## config.mk

```make
export PLATFORM = sky130hd
export DESIGN_NAME = gnr_node_lut
export DESIGN_NICKNAME = d
export VERILOG_FILES = /design/src/rtl/gnr_pkg.sv /design/src/rtl/gnr_lut_rf.sv /design/src/rtl/gnr_node_lut.sv
export SDC_FILE = /design/constraint.sdc
export NUM_CORES = 1
export LEC_CHECK = 0
export BUFFER_PORTS_ARGS = -buffer_cell sky130_fd_sc_hd__clkbuf_2
export CORE_MARGIN = 4
export CORE_UTILIZATION = 49
export CTS_BUF_LIST = sky130_fd_sc_hd__clkbuf_2 sky130_fd_sc_hd__clkbuf_4 sky130_fd_sc_hd__clkbuf_8
export CTS_CLUSTER_DIAMETER = 80
export DETAILED_ROUTE_END_ITERATION = 10
export HOLD_SLACK_MARGIN = 0.08
export PLACE_DENSITY = 0.85
export SETUP_SLACK_MARGIN = 0.02
export SKIP_CTS_REPAIR_TIMING = 1
export SYNTH_ARGS = -nofsm -noshare
export SYNTH_HDL_FRONTEND = slang
export SYNTH_SLANG_ARGS = --single-unit
```

## constraint.sdc

```tcl
create_clock -name clk -period 1.8 [get_ports clk]
set_clock_uncertainty 0.1 [all_clocks]
set_input_delay 0 -clock clk [delete_from_list [all_inputs] [get_ports clk]]
set_output_delay 0 -clock clk [all_outputs]
set_load 0.01 [all_outputs]
```

## src/rtl/gnr_pkg.sv

```systemverilog
`default_nettype none
// ---------------------------------------------------------------------------
// gnr_pkg : shared constants and helpers for gene-regulatory-network nodes
// Revision: 1.0
// ---------------------------------------------------------------------------
package gnr_pkg;

  localparam int K_MAX = 6;

  // Common 3-input truth tables; bit i is the output for regulator vector i.
  localparam logic [7:0] LUT_AND3 = 8'h80;
  localparam logic [7:0] LUT_OR3  = 8'hFE;
  localparam logic [7:0] LUT_MAJ3 = 8'hE8;
  localparam logic [7:0] LUT_XOR3 = 8'h96;

  function automatic int div_cnt_w(input int slow_div);
    return (slow_div <= 2) ? 1 : $clog2(slow_div);
  endfunction

endpackage
`default_nettype wire

```

## src/rtl/gnr_lut_rf.sv

```systemverilog
`default_nettype none
// ---------------------------------------------------------------------------
// gnr_lut_rf : 2^K x 1 truth-table register file, one write / two read ports
// Revision: 1.0
// ---------------------------------------------------------------------------
module gnr_lut_rf #(
  parameter int            K    = 3,
  parameter logic [2**K-1:0] INIT = '0
) (
  input  logic         clk,
  input  logic         rst_n,
  input  logic         we,
  input  logic [K-1:0] waddr,
  input  logic         wdata,
  input  logic [K-1:0] raddr0,
  input  logic [K-1:0] raddr1,
  output logic         rdata0,
  output logic         rdata1
);

  logic [2**K-1:0] lut_q;
  logic [2**K-1:0] lut_d;

  always_comb begin
    lut_d = lut_q;
    if (we) lut_d[waddr] = wdata;
  end

  always_ff @(posedge clk or negedge rst_n) begin
    if (!rst_n) lut_q <= INIT;
    else        lut_q <= lut_d;
  end

  // Reads see the registered table, so a same-cycle write is not yet visible.
  assign rdata0 = lut_q[raddr0];
  assign rdata1 = lut_q[raddr1];

endmodule
`default_nettype wire

```

## src/rtl/gnr_node_lut.sv

```systemverilog
`default_nettype none
// ---------------------------------------------------------------------------
// gnr_node_lut : GRN node with slow/fast trajectories over a loadable LUT
// Revision: 1.0
// ---------------------------------------------------------------------------
module gnr_node_lut #(
  parameter int              K        = 3,
  parameter int              SLOW_DIV = 2,
  parameter logic [2**K-1:0] LUT_INIT = '0,
  parameter int              CNT_W    = 16
) (
  input  logic             clk,
  input  logic             rst_n,
  input  logic             cfg_we,
  input  logic [K-1:0]     cfg_addr,
  input  logic             cfg_data,
  input  logic             reset_nos,
  input  logic             init_state,
  input  logic             start_s0,
  input  logic             start_s1,
  input  logic [K-1:0]     reg_s0,
  input  logic [K-1:0]     reg_s1,
  output logic             s0,
  output logic             s1,
  output logic             il_s0,
  output logic             il_s1,
  output logic [CNT_W-1:0] steps,
  output logic             steps_sat
);
  import gnr_pkg::*;

  localparam int               DIV_W    = div_cnt_w(SLOW_DIV);
  localparam logic [DIV_W-1:0] DIV_LAST = DIV_W'(SLOW_DIV - 1);

  if (K < 1 || K > K_MAX) begin : g_k_check
    $error("gnr_node_lut: K out of range");
  end

  logic             s0_q, s0_d;
  logic             s1_q, s1_d;
  logic [DIV_W-1:0] div_cnt_q, div_cnt_d;
  logic [CNT_W-1:0] steps_q, steps_d;
  logic             lut_s0, lut_s1;
  logic [K-1:0]     raddr0, raddr1;

  // Regulator vectors only reach the LUT while their strobe is high.
  assign raddr0 = start_s0 ? reg_s0 : '0;
  assign raddr1 = start_s1 ? reg_s1 : '0;

  gnr_lut_rf #(
    .K    (K),
    .INIT (LUT_INIT)
  ) u_lut (
    .clk    (clk),
    .rst_n  (rst_n),
    .we     (cfg_we),
    .waddr  (cfg_addr),
    .wdata  (cfg_data),
    .raddr0 (raddr0),
    .raddr1 (raddr1),
    .rdata0 (lut_s0),
    .rdata1 (lut_s1)
  );

  always_comb begin
    s0_d      = s0_q;
    s1_d      = s1_q;
    div_cnt_d = div_cnt_q;
    steps_d   = steps_q;
    if (reset_nos) begin
      s0_d      = init_state;
      s1_d      = init_state;
      div_cnt_d = '0;
      steps_d   = '0;
    end else begin
      if (start_s0) begin
        if (div_cnt_q == '0) s0_d = lut_s0;
        div_cnt_d = (div_cnt_q == DIV_LAST) ? '0 : div_cnt_q + DIV_W'(1);
      end
      if (start_s1) begin
        s1_d = lut_s1;
        if (!(&steps_q)) steps_d = steps_q + CNT_W'(1);
      end
    end
  end

  always_ff @(posedge clk or negedge rst_n) begin
    if (!rst_n) begin
      s0_q      <= 1'b0;
      s1_q      <= 1'b0;
      div_cnt_q <= '0;
      steps_q   <= '0;
    end else begin
      s0_q      <= s0_d;
      s1_q      <= s1_d;
      div_cnt_q <= div_cnt_d;
      steps_q   <= steps_d;
    end
  end

  assign s0        = s0_q;
  assign s1        = s1_q;
  assign il_s0     = s0_q;
  assign il_s1     = s1_q;
  assign steps     = steps_q;
  assign steps_sat = &steps_q;

endmodule
`default_nettype wire

```

==> results.toml <==
[outcome]
status = "complete, but fails checks"
violations = "setup timing"

[power]
p_per_area_mw_per_mm2 = 598
power.total_mw = 1.25
irDropWorstVdd_mv = 0.463
leakagePower_nw = 0.919

[finish]
area_delta_synth_final_pct = 36.7
drive_gt1_share_pct = 38.4
insertedDiodeCount = 0
nets = 230
stdcell_count = 253

[clocking]
cts_made_buffers = 3
clk_root_buffer_cell = "clkbuf_4"
clockBufferDepth = 2
insertion_delay_ps = 350
path_clk_slew_ps = 160
htreeDepth = 1
cts_tree = "done"
clock_sinks = 27

[routing]
wire_per_inst_um = 17.2
drt_wl_total_mm = 4.35
detail-route-antenna-nets = 0
first_iter_violations = 80
first_pass_iters = 4
vias_per_cell = 5.79
vias = 1466
route.detailed.drc = 0

[sta]
fmax_mhz = 532
setup_viol = 5
hold_viol_final = 0
maxSlewViolCount = 0
rsz0062_at_grt = "true"
tightest_slew_ps = 661
relSlewSlack_pct = 55.9
fin_crit_sh_pct = 104
setup_slack_ps = -78.8
min_period_ps = 1880

[critical_path]
r2r_cells = 5
cp_cell_sequence = "nand4_1 > nor2_2 > and4_1 > clkbuf_2"
cpPeakStageDelay_ps = 430
crit_fanout = 6
path_class = "flop to output port"
worstSetupStartpointType = "flop"
worstPathArrival_ps = 1780
critical-path-top-delay-family = "simple AND/OR/NAND/NOR gates"
path_buf_inv = 1
cp_slowest_cell = "dfrtp_1"
required_ps = 1700
cp-end-kind = "output port"
path_depth = 4

[global_routing]
grt_max_degree = 28
grt_usage_pct = 19.1
first_global_vias = 1417
antenna_found_initial = 0
grt.overflow.total = 0
grt_pass1_wl_mm = 6.29

[floorplanning]
dieArea_mm2 = 0.00407
die_width_um = 63.8
num_io_pins = 38
start_util_pct = 53.1
num_rows = 19
die_h_um = 63.8
coreArea_mm2 = 0.00288

[logic_synthesis]
synth_area_leader_cell = "dfrtp_1"
yosysSeqAreaShare_pct = 44.2
synth_cell_types = 36
netlist_area_mm2 = 0.00153
synth_top_cells_by_area = "dfrtp_1, xnor2_1, mux2_2"
synth_top_area_share_pct = 44.2
synth_cells = 148
syn-num-nets = 166
yosys_warnings = 0
yosys_register_bits = 27
syn_avg_cell_area_um2 = 10.3

[flow_run]
maxCapViolCount = 0

[hold_path]
hp-class = "primary input to async pin"

[place]
dp_hpwl_mm = 2.78
dp_cells = 231
port_buffers = 37
place_congestion = 0.844
cell families (layout without fill, tap and decap cells):
logic type / Yosys count / count (layout) / synth area share [%]
AND/OR/NAND/NOR: 70 / 70 / 27.4
AO/OA/AOI/OAI: 18 / 18 / 6.96
flip-flops: 27 / 27 / 44.2
multiplexers: 13 / 13 / 11.1
adder cells (fa/ha/maj): 1 / 1 / 0.819
buffers and inverters: 7 / 70 / 2.54
XOR/XNOR: 12 / 12 / 6.88
registers in the layout, summed over array words and instances (netlist names):
name         count
il_s0            1
div_cnt_q        1
il_s1            1
u_lut.lut_q      8
steps           16
report_power, final:
group          internal (mW)  leakage [nW]  switching (mW)
combinational          0.137         0.549           0.108
clock                  0.102        0.0184           0.195
sequential             0.657         0.352          0.0480
layout make-up:
type | instances | area (um^2)
clock buffer | 4 | 30.0
fill | 190 | 788
inverter | 1 | 3.75
multi-input combinational | 114 | 890
sequential | 27 | 677
tap | 42 | 52.6
timing repair buffer | 65 | 435
cells in the final DEF (no fill, tap or decap), types with 2 or more instances in the layout:
master,netlist,routed
dlygate4sd3_1,0,16
a21oi_1,11,7
clkbuf_2,1,37
nand2_1,7,7
mux2_2,8,8
nor2b_1,3,3
buf_4,3,12
and4_1,2,2
mux4_2,2,2
xnor2_1,12,11
or3_1,2,2
a21oi_2,1,4
nand4b_1,2,2
nand2b_1,3,3
and2_1,2,2
nor4b_2,0,2
a211oi_1,2,2
nand3_1,6,5
nor3b_1,3,3
mux2i_1,2,2
o21ai_0,2,2
clkbuf_4,0,4
nor3_1,10,9
dfrtp_1,27,26
nand4_1,5,5
nor2_1,17,16
worst paths after layout:
path,startpoint,endpoint,slack (ps)
worst min-delay path,rst_n,steps[14],80
worst min register to register,u_lut.lut_q[4],u_lut.lut_q[4],480
worst max register to register,steps[15],steps[7],-70
worst max-delay path,steps[15],steps_sat,-80
max in group asynchronous,rst_n,steps[5],1060
min in group clk,reg_s0[0],il_s0,130
per-stage QoR:
stage	TNS [ps]	hold slack, ps	utilization (%)	worst slack [ps]	instance area (um^2)
after floorplan	-83.3	-396	-	-83.3	1530
after global placement	0	-45.7	62.8	98.5	1810
after detailed placement	0	-34.3	62.8	2.86	1810
after CTS	-121	-414	63.8	-79.6	1840
after global routing	-975	146	72.6	-161	2090
final	-221	84.8	72.6	-78.8	2090
worst register-to-register path: stages (launching register included):
cell and delay [ps]:
dfrtp_1 430, nand4_1 250, nor4b_4 380, a21oi_2 120, and3_4 200, mux2_4 290
synthesized netlist by cell type (all sizes together):
cell type,instances
a2111oi,1
a211oi,2
a21oi,12
a311oi,1
and2,2
and2b,1
and3,2
and4,3
buf,3
clkbuf,3
dfrtp,27
ha,1
inv,1
mux2,9
mux2i,2
mux4,2
nand2,7
nand2b,3
nand3,6
nand4,6
nand4b,2
nor2,17
nor2b,3
nor3,10
nor3b,3
nor4b,3
o21ai,2
or3,2
xnor2,12
per-layer routing:
layer	routed length, um	track usage, %	up-vias
met3	213	1.58	16
met1	1750	23.1	727
met5	0	0	-
li1	-	-	664
met4	150	7.55	0
met2	2230	35.0	59
Note: power is estimated with default switching activity, not from simulation.
